<file path="src/rtl/conv_pkg.sv">
`default_nettype none
// ============================================================================
//  Module   : conv_pkg
//  Purpose  : Shared types for the convolution loop sequencer: FSM state
//             encoding, address-unit verdict codes and the loop tuple.
//  Revision : 1.0
// ============================================================================
package conv_pkg;

    localparam int TUP_H_W = 3;
    localparam int TUP_W_W = 3;
    localparam int TUP_R_W = 3;
    localparam int TUP_S_W = 3;
    localparam int TUP_K_W = 3;

    typedef enum logic [1:0] {
        ST_IDLE  = 2'd0,
        ST_ISSUE = 2'd1,
        ST_WAIT  = 2'd2,
        ST_DONE  = 2'd3
    } state_e;

    localparam logic [1:0] COMP_ALL  = 2'd0;
    localparam logic [1:0] COMP_AB   = 2'd1;
    localparam logic [1:0] COMP_BC   = 2'd2;
    localparam logic [1:0] COMP_NONE = 2'd3;

    typedef struct packed {
        logic [TUP_H_W-1:0] h;
        logic [TUP_W_W-1:0] w;
        logic [TUP_R_W-1:0] r;
        logic [TUP_S_W-1:0] s;
        logic [TUP_K_W-1:0] k;
    } tuple_t;

endpackage
`default_nettype wire

</file>
<file path="src/rtl/conv_loop_sequencer_if.sv">
`default_nettype none
// ============================================================================
//  Module   : conv_loop_sequencer_if
//  Purpose  : Slot tuples and one-shot start/finish handshake between the
//             loop sequencer (master) and the address unit (slave).
//  Revision : 1.0
// ============================================================================
interface conv_loop_sequencer_if #(
    parameter int H_W = 3,
    parameter int W_W = 3,
    parameter int R_W = 3,
    parameter int S_W = 3,
    parameter int K_W = 3
);
    logic [H_W-1:0] Ah, Bh, Ch;
    logic [W_W-1:0] Aw, Bw, Cw;
    logic [R_W-1:0] Ar, Br, Cr;
    logic [S_W-1:0] As, Bs, Cs;
    logic [K_W-1:0] Ak, Bk, Ck;
    logic [2:0]     slot_vld;
    logic           addr_start;
    logic           addr_finish;
    logic [1:0]     addr_comp;

    modport master (
        output Ah, Aw, Ar, As, Ak,
        output Bh, Bw, Br, Bs, Bk,
        output Ch, Cw, Cr, Cs, Ck,
        output slot_vld, addr_start,
        input  addr_finish, addr_comp
    );

    modport slave (
        input  Ah, Aw, Ar, As, Ak,
        input  Bh, Bw, Br, Bs, Bk,
        input  Ch, Cw, Cr, Cs, Ck,
        input  slot_vld, addr_start,
        output addr_finish, addr_comp
    );
endinterface
`default_nettype wire

</file>
<file path="src/rtl/loop_nest_incr.sv">
`default_nettype none
// ============================================================================
//  Module   : loop_nest_incr
//  Purpose  : Combinational successor of an (h,w,r,s,k) tuple, k innermost;
//             o_wrap flags the step past the last tuple of the nest.
//  Revision : 1.0
// ============================================================================
module loop_nest_incr
    import conv_pkg::*;
(
    input  tuple_t i_tup,
    input  tuple_t i_bnd,
    output tuple_t o_nxt,
    output logic   o_wrap
);

    logic w_k_last;
    logic w_s_last;
    logic w_r_last;
    logic w_w_last;
    logic w_h_last;

    // Bounds are never zero here, so bound-1 is always the last index.
    assign w_k_last = (i_tup.k == i_bnd.k - TUP_K_W'(1));
    assign w_s_last = (i_tup.s == i_bnd.s - TUP_S_W'(1));
    assign w_r_last = (i_tup.r == i_bnd.r - TUP_R_W'(1));
    assign w_w_last = (i_tup.w == i_bnd.w - TUP_W_W'(1));
    assign w_h_last = (i_tup.h == i_bnd.h - TUP_H_W'(1));

    always_comb begin
        o_nxt   = i_tup;
        o_nxt.k = w_k_last ? '0 : i_tup.k + TUP_K_W'(1);
        if (w_k_last) begin
            o_nxt.s = w_s_last ? '0 : i_tup.s + TUP_S_W'(1);
        end
        if (w_k_last && w_s_last) begin
            o_nxt.r = w_r_last ? '0 : i_tup.r + TUP_R_W'(1);
        end
        if (w_k_last && w_s_last && w_r_last) begin
            o_nxt.w = w_w_last ? '0 : i_tup.w + TUP_W_W'(1);
        end
        if (w_k_last && w_s_last && w_r_last && w_w_last) begin
            o_nxt.h = w_h_last ? '0 : i_tup.h + TUP_H_W'(1);
        end
    end

    assign o_wrap = w_k_last & w_s_last & w_r_last & w_w_last & w_h_last;

endmodule
`default_nettype wire

</file>
<file path="src/rtl/conv_loop_sequencer.sv">
`default_nettype none
// ============================================================================
//  Module   : conv_loop_sequencer
//  Purpose  : Walks the (h,w,r,s,k) loop nest three tuples per group, drives
//             the address unit handshake and counts its equality verdicts.
//  Revision : 1.0
// ============================================================================
module conv_loop_sequencer
    import conv_pkg::*;
#(
    parameter int H_W   = 3,
    parameter int W_W   = 3,
    parameter int R_W   = 3,
    parameter int S_W   = 3,
    parameter int K_W   = 3,
    parameter int CNT_W = 16
) (
    input  logic                 i_clk,
    input  logic                 i_rst_n,
    input  logic                 i_start,
    input  logic                 i_abort,
    input  logic [H_W-1:0]       i_cfg_h,
    input  logic [W_W-1:0]       i_cfg_w,
    input  logic [R_W-1:0]       i_cfg_r,
    input  logic [S_W-1:0]       i_cfg_s,
    input  logic [K_W-1:0]       i_cfg_k,
    conv_loop_sequencer_if.master addr,
    output logic                 o_busy,
    output logic                 o_done,
    output logic [CNT_W-1:0]     o_match_ab,
    output logic [CNT_W-1:0]     o_match_bc,
    output logic [CNT_W-1:0]     o_groups
);

    localparam logic [1:0] c_IDLE  = ST_IDLE;
    localparam logic [1:0] c_ISSUE = ST_ISSUE;
    localparam logic [1:0] c_WAIT  = ST_WAIT;
    localparam logic [1:0] c_DONE  = ST_DONE;

    logic [1:0]       r_state;
    tuple_t           r_bnd;
    tuple_t           r_cur;
    tuple_t           r_a;
    tuple_t           r_b;
    tuple_t           r_c;
    logic [2:0]       r_vld;
    logic             r_more;
    logic [CNT_W-1:0] r_ab;
    logic [CNT_W-1:0] r_bc;
    logic [CNT_W-1:0] r_grp;

    tuple_t w_cfg_bnd;
    tuple_t w_inc_in;
    tuple_t w_inc_bnd;
    tuple_t w_nxt0;
    tuple_t w_nxt1;
    logic   w_wrap0;
    logic   w_wrap1;
    logic   w_accept;
    logic   w_finish;
    logic   w_load;
    logic   w_hit_ab;
    logic   w_hit_bc;

    function automatic logic [CNT_W-1:0] f_sat_inc(input logic [CNT_W-1:0] v,
                                                   input logic en);
        return (en && (v != '1)) ? v + CNT_W'(1) : v;
    endfunction

    always_comb begin
        w_cfg_bnd   = '0;
        w_cfg_bnd.h = (i_cfg_h == '0) ? TUP_H_W'(1) : i_cfg_h;
        w_cfg_bnd.w = (i_cfg_w == '0) ? TUP_W_W'(1) : i_cfg_w;
        w_cfg_bnd.r = (i_cfg_r == '0) ? TUP_R_W'(1) : i_cfg_r;
        w_cfg_bnd.s = (i_cfg_s == '0) ? TUP_S_W'(1) : i_cfg_s;
        w_cfg_bnd.k = (i_cfg_k == '0) ? TUP_K_W'(1) : i_cfg_k;
    end

    // The first incrementer doubles as the cursor advance: in ISSUE it steps
    // past slot C so the next group's base is ready before finish arrives.
    always_comb begin
        w_inc_in = r_cur;
        if (r_state == c_IDLE) begin
            w_inc_in = '0;
        end else if (r_state == c_ISSUE) begin
            w_inc_in = r_c;
        end
    end

    assign w_inc_bnd = (r_state == c_IDLE) ? w_cfg_bnd : r_bnd;

    loop_nest_incr u_incr_ab (
        .i_tup  (w_inc_in),
        .i_bnd  (w_inc_bnd),
        .o_nxt  (w_nxt0),
        .o_wrap (w_wrap0)
    );

    loop_nest_incr u_incr_bc (
        .i_tup  (w_nxt0),
        .i_bnd  (w_inc_bnd),
        .o_nxt  (w_nxt1),
        .o_wrap (w_wrap1)
    );

    assign w_accept = (r_state == c_IDLE) & i_start & ~i_abort;
    assign w_finish = (r_state == c_WAIT) & addr.addr_finish & ~i_abort;
    assign w_load   = w_accept | (w_finish & r_more);
    assign w_hit_ab = ((addr.addr_comp == COMP_ALL) || (addr.addr_comp == COMP_AB)) && r_vld[1];
    assign w_hit_bc = ((addr.addr_comp == COMP_ALL) || (addr.addr_comp == COMP_BC)) && r_vld[2];

    always_ff @(posedge i_clk or negedge i_rst_n) begin
        if (!i_rst_n) begin
            r_state <= c_IDLE;
            r_bnd   <= '0;
            r_cur   <= '0;
            r_a     <= '0;
            r_b     <= '0;
            r_c     <= '0;
            r_vld   <= '0;
            r_more  <= 1'b0;
            r_ab    <= '0;
            r_bc    <= '0;
            r_grp   <= '0;
        end else begin
            case (r_state)
                c_IDLE: begin
                    if (w_accept) begin
                        r_state <= c_ISSUE;
                    end
                end
                c_ISSUE: begin
                    r_state <= i_abort ? c_IDLE : c_WAIT;
                end
                c_WAIT: begin
                    if (i_abort) begin
                        r_state <= c_IDLE;
                    end else if (addr.addr_finish) begin
                        r_state <= r_more ? c_ISSUE : c_DONE;
                    end
                end
                default: begin
                    r_state <= c_IDLE;
                end
            endcase

            if (w_accept) begin
                r_bnd  <= w_cfg_bnd;
                r_cur  <= '0;
                r_more <= 1'b0;
                r_ab   <= '0;
                r_bc   <= '0;
                r_grp  <= '0;
            end

            // Slots past the end of the nest are zeroed and flagged invalid.
            if (w_load) begin
                r_a   <= w_inc_in;
                r_b   <= w_wrap0 ? '0 : w_nxt0;
                r_c   <= (w_wrap0 | w_wrap1) ? '0 : w_nxt1;
                r_vld <= {~w_wrap0 & ~w_wrap1, ~w_wrap0, 1'b1};
            end

            if (r_state == c_ISSUE) begin
                r_cur  <= w_nxt0;
                r_more <= r_vld[2] & ~w_wrap0;
            end

            if (w_finish) begin
                r_ab  <= f_sat_inc(r_ab, w_hit_ab);
                r_bc  <= f_sat_inc(r_bc, w_hit_bc);
                r_grp <= f_sat_inc(r_grp, 1'b1);
            end
        end
    end

    assign addr.Ah = r_a.h;
    assign addr.Aw = r_a.w;
    assign addr.Ar = r_a.r;
    assign addr.As = r_a.s;
    assign addr.Ak = r_a.k;
    assign addr.Bh = r_b.h;
    assign addr.Bw = r_b.w;
    assign addr.Br = r_b.r;
    assign addr.Bs = r_b.s;
    assign addr.Bk = r_b.k;
    assign addr.Ch = r_c.h;
    assign addr.Cw = r_c.w;
    assign addr.Cr = r_c.r;
    assign addr.Cs = r_c.s;
    assign addr.Ck = r_c.k;

    assign addr.slot_vld   = r_vld;
    assign addr.addr_start = (r_state == c_ISSUE);

    assign o_busy     = (r_state != c_IDLE);
    assign o_done     = (r_state == c_DONE);
    assign o_match_ab = r_ab;
    assign o_match_bc = r_bc;
    assign o_groups   = r_grp;

endmodule
`default_nettype wire

</file>
<file path="src/flat_wrapper.sv">
// flat-port wrapper written by rule: the top's interface ports become plain ports
module conv_loop_sequencer_flat import conv_pkg::*;
#(
    parameter int H_W   = 3,
    parameter int W_W   = 3,
    parameter int R_W   = 3,
    parameter int S_W   = 3,
    parameter int K_W   = 3,
    parameter int CNT_W = 16
)
  (i_clk, i_rst_n, i_start, i_abort, i_cfg_h, i_cfg_w, i_cfg_r, i_cfg_s, i_cfg_k, o_busy, o_done, o_match_ab, o_match_bc, o_groups, addr_Ah, addr_Aw, addr_Ar, addr_As, addr_Ak, addr_Bh, addr_Bw, addr_Br, addr_Bs, addr_Bk, addr_Ch, addr_Cw, addr_Cr, addr_Cs, addr_Ck, addr_slot_vld, addr_addr_start, addr_addr_finish, addr_addr_comp);
  conv_loop_sequencer_if #(.H_W(H_W), .W_W(W_W), .R_W(R_W), .S_W(S_W), .K_W(K_W)) addr_i ();
  input  logic i_clk;
  input  logic i_rst_n;
  input  logic i_start;
  input  logic i_abort;
  input  logic [H_W-1:0] i_cfg_h;
  input  logic [W_W-1:0] i_cfg_w;
  input  logic [R_W-1:0] i_cfg_r;
  input  logic [S_W-1:0] i_cfg_s;
  input  logic [K_W-1:0] i_cfg_k;
  output logic o_busy;
  output logic o_done;
  output logic [CNT_W-1:0] o_match_ab;
  output logic [CNT_W-1:0] o_match_bc;
  output logic [CNT_W-1:0] o_groups;
  output wire logic [$bits(addr_i.Ah)-1:0] addr_Ah;
  output wire logic [$bits(addr_i.Aw)-1:0] addr_Aw;
  output wire logic [$bits(addr_i.Ar)-1:0] addr_Ar;
  output wire logic [$bits(addr_i.As)-1:0] addr_As;
  output wire logic [$bits(addr_i.Ak)-1:0] addr_Ak;
  output wire logic [$bits(addr_i.Bh)-1:0] addr_Bh;
  output wire logic [$bits(addr_i.Bw)-1:0] addr_Bw;
  output wire logic [$bits(addr_i.Br)-1:0] addr_Br;
  output wire logic [$bits(addr_i.Bs)-1:0] addr_Bs;
  output wire logic [$bits(addr_i.Bk)-1:0] addr_Bk;
  output wire logic [$bits(addr_i.Ch)-1:0] addr_Ch;
  output wire logic [$bits(addr_i.Cw)-1:0] addr_Cw;
  output wire logic [$bits(addr_i.Cr)-1:0] addr_Cr;
  output wire logic [$bits(addr_i.Cs)-1:0] addr_Cs;
  output wire logic [$bits(addr_i.Ck)-1:0] addr_Ck;
  output wire logic [$bits(addr_i.slot_vld)-1:0] addr_slot_vld;
  output wire logic [$bits(addr_i.addr_start)-1:0] addr_addr_start;
  input wire logic [$bits(addr_i.addr_finish)-1:0] addr_addr_finish;
  input wire logic [$bits(addr_i.addr_comp)-1:0] addr_addr_comp;
  assign addr_Ah = addr_i.Ah;
  assign addr_Aw = addr_i.Aw;
  assign addr_Ar = addr_i.Ar;
  assign addr_As = addr_i.As;
  assign addr_Ak = addr_i.Ak;
  assign addr_Bh = addr_i.Bh;
  assign addr_Bw = addr_i.Bw;
  assign addr_Br = addr_i.Br;
  assign addr_Bs = addr_i.Bs;
  assign addr_Bk = addr_i.Bk;
  assign addr_Ch = addr_i.Ch;
  assign addr_Cw = addr_i.Cw;
  assign addr_Cr = addr_i.Cr;
  assign addr_Cs = addr_i.Cs;
  assign addr_Ck = addr_i.Ck;
  assign addr_slot_vld = addr_i.slot_vld;
  assign addr_addr_start = addr_i.addr_start;
  assign addr_i.addr_finish = addr_addr_finish;
  assign addr_i.addr_comp = addr_addr_comp;
  conv_loop_sequencer #(.H_W(H_W), .W_W(W_W), .R_W(R_W), .S_W(S_W), .K_W(K_W), .CNT_W(CNT_W)) u_core (.i_clk(i_clk), .i_rst_n(i_rst_n), .i_start(i_start), .i_abort(i_abort), .i_cfg_h(i_cfg_h), .i_cfg_w(i_cfg_w), .i_cfg_r(i_cfg_r), .i_cfg_s(i_cfg_s), .i_cfg_k(i_cfg_k), .addr(addr_i), .o_busy(o_busy), .o_done(o_done), .o_match_ab(o_match_ab), .o_match_bc(o_match_bc), .o_groups(o_groups));
endmodule
</file>
<file path="config.mk">
export PLATFORM = sky130hd
export DESIGN_NAME = conv_loop_sequencer_flat
export DESIGN_NICKNAME = d
export VERILOG_FILES = /design/src/rtl/conv_pkg.sv /design/src/rtl/conv_loop_sequencer_if.sv /design/src/rtl/loop_nest_incr.sv /design/src/rtl/conv_loop_sequencer.sv /design/src/flat_wrapper.sv
export SDC_FILE = /design/constraint.sdc
export NUM_CORES = 1
export LEC_CHECK = 0
export CELL_PAD_IN_SITES_DETAIL_PLACEMENT = 1
export CELL_PAD_IN_SITES_GLOBAL_PLACEMENT = 2
export CORE_MARGIN = 10
export CORE_UTILIZATION = 33
export CTS_CLUSTER_SIZE = 12
export DETAILED_ROUTE_END_ITERATION = 8
export MAX_ROUTING_LAYER = met4
export PLACE_DENSITY_LB_ADDON = 0.1
export SETUP_SLACK_MARGIN = 0.2
export SKIP_CTS_REPAIR_TIMING = 1
export SYNTH_ARGS = -nofsm -noshare
export SYNTH_HDL_FRONTEND = slang
export SYNTH_HIERARCHICAL = 1
export SYNTH_SLANG_ARGS = --single-unit
</file>
<file path="constraint.sdc">
create_clock -name i_clk -period 5.8 [get_ports i_clk]
set_input_delay 1.16 -clock i_clk [delete_from_list [all_inputs] [get_ports i_clk]]
set_output_delay 1.16 -clock i_clk [all_outputs]
set_load 0.01 [all_outputs]
</file>
==> results.sh, run 1 <==
export IMPL_critPathLaunch="i_cfg_s[1]"
export IMPL_muxShareOfSynthArea=0.0523
export IMPL_worst_hold_path_type="reg -> reg"
export IMPL_antenna_found_initial=0
export IMPL_setup_violations=0
export IMPL_drv_slew=0
export IMPL_path_buf_inv=2
export IMPL_final_cells=1237
export IMPL_rsz0062_at_grt="false"
export IMPL_crit_family="simple AND/OR/NAND/NOR gates"
export IMPL_min_path_cells=2
export IMPL_placement_rows=55
export IMPL_final_antenna_net_count=0
export IMPL_setup_tns_ns=0
export IMPL_grt_max_degree=81
export IMPL_drc_errors=0
export IMPL_p_leak_nw=4.43
export IMPL_place_area_um2=9150
export IMPL_finalCritPeriodShare=0.878
export IMPL_final_setup_worst_slack_ns=0.705
export IMPL_synth_edff_count=0
export IMPL_area_delta_synth_final_pct=30.0
export IMPL_num_vias=6554
export IMPL_final_cell_mix="nand2_1, dfrtp_1, clkdlybuf4s50_1"
export IMPL_synth_cell_types=57
export IMPL_relSlewSlack=0.365
export IMPL_place_hpwl_mm=17.2
export IMPL_path_common_cell="nor2_1"
export IMPL_reg2regPathDepth=16
export IMPL_synthAdderAreaFrac=0.0382
export IMPL_crit_path_cell_trace="clkdlybuf4s50_1 -> nor2_1 -> nor2_1 -> a21oi_1 -> inv_1 -> ha_1 -> xor3_1 -> nor3_4 -> nand3_2 -> or4b_1 -> nand2_1 -> xor3_1 -> nor3_1 -> nand4_1 -> nor2_1 -> nor3_4 -> a22o_1"
export IMPL_synth_nets=856
export IMPL_dp_slack_ns=0.263
export IMPL_period_needed_ns=5.10
export IMPL_die_area_um2=29300
export IMPL_syn_area_um2=7540
export IMPL_root_buffer="clkbuf_16"
export IMPL_yosys_area_share_simple=0.234
export IMPL_required_ns=6.10
export IMPL_yosys_most_used_dff="dfrtp_1"
export IMPL_die_h_um=171
export IMPL_ys_ff_latch=129
export IMPL_start_util=0.334
export IMPL_grt_pass1_vias=7121
export IMPL_layout_commonest_cell="nand2_1"
export IMPL_cts_tree="done"
export IMPL_path_max_fanout=16
export IMPL_synthXorXnorAreaFrac=0.0626
export IMPL_synthCells=811
export IMPL_r2r_end="u_core/addr.Cs[1]"
export IMPL_clock_sinks=129
export IMPL_fmax_mhz=196
export IMPL_ys_seq_area_frac=0.428
export IMPL_wire_per_inst_um=19.0
export IMPL_dr_pass1_iters=4
export IMPL_numCtsBuffers=17
export IMPL_syn_area_per_cell_um2=9.29
export IMPL_cp_end_kind="flip-flop"
export IMPL_clock_skew_ns=0.0111
export IMPL_io_buffers=120
export IMPL_synth_top_family_by_area="simple AND/OR/NAND/NOR gates"
export IMPL_arrival_ns=5.39
export IMPL_die_w_um=171
export IMPL_nNetsFinal=984
export IMPL_core_um2=22600
export IMPL_placedCellCount=1205
export IMPL_maxCapViolCount=0
export IMPL_slowest_delay_ns=0.49
export IMPL_status="finished, final reports clean"
export IMPL_cpMaxStageDelayCell="or4b_1"
export IMPL_powerDensity_nw_per_um2=300
export IMPL_crit_reg2reg_launch="u_core/r_state[1]"
export IMPL_ir_drop_v=0.000175
export IMPL_yosys_warnings=6
export IMPL_totalWireLength_mm=23.5
export IMPL_grt_first_pass_wirelength_mm=38.2
export IMPL_critPathCapture="u_core/addr.Cs[1]"
export IMPL_gr_total_overflow=0
export IMPL_r2r_slack_ns=1.00
export IMPL_cp_num_cells=17
export IMPL_antennaDiodeCount=0
export IMPL_path_clk_slew_ns=0.06
export IMPL_worstMarginPinSlew_ns=0.945
export IMPL_synthArstFlopShare=1.00
export IMPL_path_class="in -> reg"
export IMPL_hold_viol_final=0
export IMPL_start_kind="input pin"
export IMPL_drt_iter0_drc=364
export IMPL_clock_path_buffers=2
export IMPL_design_area_um2=9800
export IMPL_synth_compound_area_frac=0.145
export IMPL_drive_above_1_share=0.114
export IMPL_h_tree_depth=4
export IMPL_vias_per_cell=5.30
export IMPL_grt_usage=0.168
export IMPL_insertion_delay_ns=0.42
export IMPL_io_pins=121
export IMPL_gp_congestion=0.810
how the worst min path moves through the flow:
stage / start / to
5_1_grt: u_core/addr.slot_vld[0] / u_core/addr.slot_vld[0]
2_1_floorplan: u_core/r_bnd[10] / u_core/r_bnd[10]
4_1_cts: u_core/addr.slot_vld[0] / u_core/addr.slot_vld[0]
3_3_place_gp: u_core/addr.slot_vld[0] / u_core/addr.slot_vld[0]
3_5_place_dp: u_core/addr.slot_vld[0] / u_core/addr.slot_vld[0]
6_report: u_core/r_bnd[7] / u_core/r_bnd[7]
synth_stat cells, types with 3 or more instances:
library cell	count	area (µm²)
nor2_1	49	184
a22o_1	33	289
o21a_1	3	22.5
and3_1	7	43.8
mux2i_1	9	90.1
or3_1	8	50.1
a31oi_1	7	43.8
xor2_1	8	70.1
inv_1	32	120
nor3_2	3	30.0
o31ai_1	3	22.5
nand2b_1	27	169
mux2_2	27	304
o21ai_0	72	360
xor3_1	8	190
nand4_1	16	100
ha_1	23	288
nand3_1	43	215
and4_1	4	35.0
o21ai_1	9	45.0
buf_2	11	55.1
nand2_1	142	533
or4b_1	3	30.0
xnor2_1	19	166
nor2b_1	3	18.8
a21oi_1	23	115
nand3b_1	3	22.5
buf_1	5	18.8
buf_4	3	22.5
clkbuf_1	18	67.6
a21o_1	13	97.6
nor3_4	5	81.3
dfrtp_1	129	3230
nor3_1	11	55.1
power by group:
group          switching, mW  internal, mW  leakage, nW  total [mW]
clock network          0.423         0.776        0.315        1.20
registers             0.0640         0.974         1.75        1.04
logic                  0.378         0.327         2.36       0.705
flip-flops by register name, summed over array words and instances, names as in the netlist, 15 cells and up:
| name | flops |
|---|---|
| u_core/o_groups | 16 |
| u_core/o_match_ab | 16 |
| u_core/o_match_bc | 16 |
| u_core/r_bnd | 15 |
| u_core/r_cur | 15 |
tightest hold or removal path: stages, from the launching register on:
cell and delay (ns):
dfrtp_1 0.34, nand2_1 0.05, nand2_1 0.05
per-layer routing:
metal	routed length, µm	share of wire	vias to the layer above	GRT usage
met5	0	0	-	-
li1	-	-	3099	-
met2	12500	0.53	122	0.299
met4	346	0.015	0	0.0537
met3	887	0.038	23	0.0323
met1	9790	0.42	3310	0.186
kinds of logic after synthesis:
| group | Yosys count |
|---|---|
| AND/OR/NAND/NOR | 343 |
| adder cells (fa/ha/maj) | 23 |
| buffers and inverters | 70 |
| multiplexers | 36 |
| XOR/XNOR | 37 |
| AO/OA/AOI/OAI | 173 |
| flip-flops | 129 |
through the flow:
stage | hold WS (ns) | power, mW | util
floorplan | 0.442 | 1.49 | -
global placement | 0.447 | 1.75 | 0.405
detailed placement | 0.455 | 1.78 | 0.405
CTS | 0.473 | 3.00 | 0.434
global route | 0.499 | 3.10 | 0.434
finish | 0.468 | 2.94 | 0.434
cell type report:
type                            instances  area (µm²)
Clock buffer                           19         443
Clock inverter                         13         209
Fill cell                            2552       12800
Inverter                               32         120
Multi-Input combinational cell        612        4030
Sequential cell                       129        3230
Tap cell                              285         357
Timing Repair Buffer                  147        1420
No activity file was read; power rests on OpenSTA's default activity.
==> inputs of run 2 (changes only) <==
--- a/config.mk
+++ b/config.mk
@@ -14,4 +14,5 @@
 export MAX_ROUTING_LAYER = met4
 export PLACE_DENSITY_LB_ADDON = 0.1
+export RECOVER_POWER = 25
 export SETUP_SLACK_MARGIN = 0.2
 export SKIP_CTS_REPAIR_TIMING = 1
==> constraint.sdc (replaced) <==
create_clock -name i_clk -period 5.8 [get_ports i_clk]
set_input_delay 0.58 -clock i_clk [delete_from_list [all_inputs] [get_ports i_clk]]
set_output_delay 0.58 -clock i_clk [all_outputs]
set_load 0.01 [all_outputs]
==> run 2 against run 1 <==
Against the previous run: the flow now finishes with violations (capacitance limit, slew limit); combinational power about the same; clock power decreased by 5%; power decreased by 2.0%; routed wire length increased by 1.4%; sequential share of layout area increased by 0.35 points; design area decreased by 1.1%; largest power group unchanged; non-clock buffer count decreased by 6.
==> results.sh, run 2 (same netlist as run 1, synthesis figures left out) <==
export IMPL_status="complete, but fails checks"
export IMPL_cp_end_kind="flip-flop"
export IMPL_totalWireLength_mm=23.8
export IMPL_numCtsBuffers=17
export IMPL_design_area_um2=9700
export IMPL_setup_violations=0
export IMPL_clock_skew_ns=0.0101
export IMPL_num_vias=6486
export IMPL_drive_above_1_share=0.105
export IMPL_grt_pass1_vias=7041
export IMPL_drt_iter0_drc=442
export IMPL_dp_slack_ns=0.500
export IMPL_rsz0062_at_grt="false"
export IMPL_worstMarginPinSlew_ns=3.98
export IMPL_start_kind="flip-flop"
export IMPL_grt_first_pass_wirelength_mm=38.2
export IMPL_worst_hold_path_type="reg -> reg"
export IMPL_die_w_um=171
export IMPL_p_leak_nw=4.36
export IMPL_finalCritPeriodShare=0.875
export IMPL_place_hpwl_mm=17.6
export IMPL_place_area_um2=9090
export IMPL_placement_rows=55
export IMPL_antennaDiodeCount=0
export IMPL_finish_utilization=0.430
export IMPL_die_area_um2=29300
export IMPL_die_h_um=171
export IMPL_io_pins=121
export IMPL_clock_sinks=129
export IMPL_fmax_mhz=197
export IMPL_violations="capacitance limit, slew limit"
export IMPL_drv_slew=70
export IMPL_maxCapViolCount=1
export IMPL_grt_busiest_layer="met2"
export IMPL_antenna_found_initial=0
export IMPL_finalHoldWorstSlack_ns=0.477
export IMPL_use_met1=0.190
export IMPL_arrival_ns=5.38
export IMPL_gp_congestion=0.837
export IMPL_final_cell_mix="nand2_1, dfrtp_1, clkdlybuf4s50_1"
export IMPL_dr_pass1_iters=4
export IMPL_grt_max_degree=70
export IMPL_gr_usage_met3=0.0350
export IMPL_path_class="reg -> reg"
export IMPL_ir_drop_v=0.000181
export IMPL_cts_tree="done"
export IMPL_hold_viol_final=0
export IMPL_period_needed_ns=5.08
export IMPL_gr_total_overflow=0
export IMPL_relSlewSlack=-1.66
export IMPL_powerDensity_nw_per_um2=297
export IMPL_drc_errors=0
export IMPL_io_buffers=120
export IMPL_gr_usage_met2=0.302
export IMPL_required_ns=6.10
export IMPL_path_max_fanout=18
export IMPL_final_antenna_net_count=0
export IMPL_layout_commonest_cell="nand2_1"
export IMPL_nNetsFinal=978
export IMPL_core_um2=22600
export IMPL_h_tree_depth=4
export IMPL_area_delta_synth_final_pct=28.7
export IMPL_path_clk_slew_ns=0.05
export IMPL_insertion_delay_ns=0.42
export IMPL_clock_path_buffers=2
export IMPL_root_buffer="clkbuf_16"
export IMPL_final_setup_worst_slack_ns=0.723
export IMPL_vias_per_cell=5.28
export IMPL_wire_per_inst_um=19.4
export IMPL_setup_tns_ns=0
export IMPL_grt_usage=0.170
export IMPL_start_util=0.334
-- run 2: worst paths after layout --
path	startpoint	to	slack [ns]	cells after the start
min in group asynchronous	i_rst_n	u_core/o_match_ab[9]	1.54	1
max	u_core/r_state[1]	u_core/addr.Ck[1]	0.72	17
min	u_core/r_bnd[13]	u_core/r_bnd[13]	0.48	2
max reg2reg	u_core/r_state[1]	u_core/addr.Ck[1]	0.72	17
max in group asynchronous	i_rst_n	u_core/o_groups[1]	1.84	2
min reg2reg	u_core/r_bnd[13]	u_core/r_bnd[13]	0.48	2
-- run 2: metal layers --
metal | vias up | wire length, µm | part of all wire
met1 | 3268 | 9960 | 0.42
met4 | 0 | 297 | 0.012
met5 | - | 0 | 0
li1 | 3089 | - | -
met3 | 20 | 957 | 0.040
met2 | 109 | 12600 | 0.53
-- run 2: where the power goes --
part / internal, mW / leakage (nW) / switching (mW)
Sequential: 0.975 / 1.75 / 0.0643
Combinational: 0.319 / 2.32 / 0.385
Clock: 0.735 / 0.290 / 0.405
Total: 2.03 / 4.36 / 0.855
-- run 2: area by class of cell --
cell class	count	area, µm²
clock inverter	10	160
clock buffer	20	457
multi-input combinational	612	4030
timing repair buffer	141	1350
fill	2577	12900
inverter	32	120
sequential	129	3230
tap	285	357
-- run 2: critical path, stage by stage, from the launching register on --
cell and delay (ns):
dfrtp_1 0.50, nor2_1 0.15, buf_4 0.26, nor2_1 0.07
a21oi_1 0.35, inv_1 0.10, ha_1 0.21, xor3_1 0.39
nor3_4 0.20, nand3_2 0.16, or4b_1 0.49, nand2_1 0.16
xor3_1 0.43, nor3_1 0.39, nand4_1 0.37, nor2_1 0.30
nor3_4 0.14, a22o_1 0.27
-- run 2: per-stage QoR --
stage | instances | total power, mW
after global placement | 1199 | 1.74
after global routing | 1229 | 3.04
after CTS | 1229 | 2.93
after floorplan | 811 | 1.49
after detailed placement | 1199 | 1.77
final | 1229 | 2.88
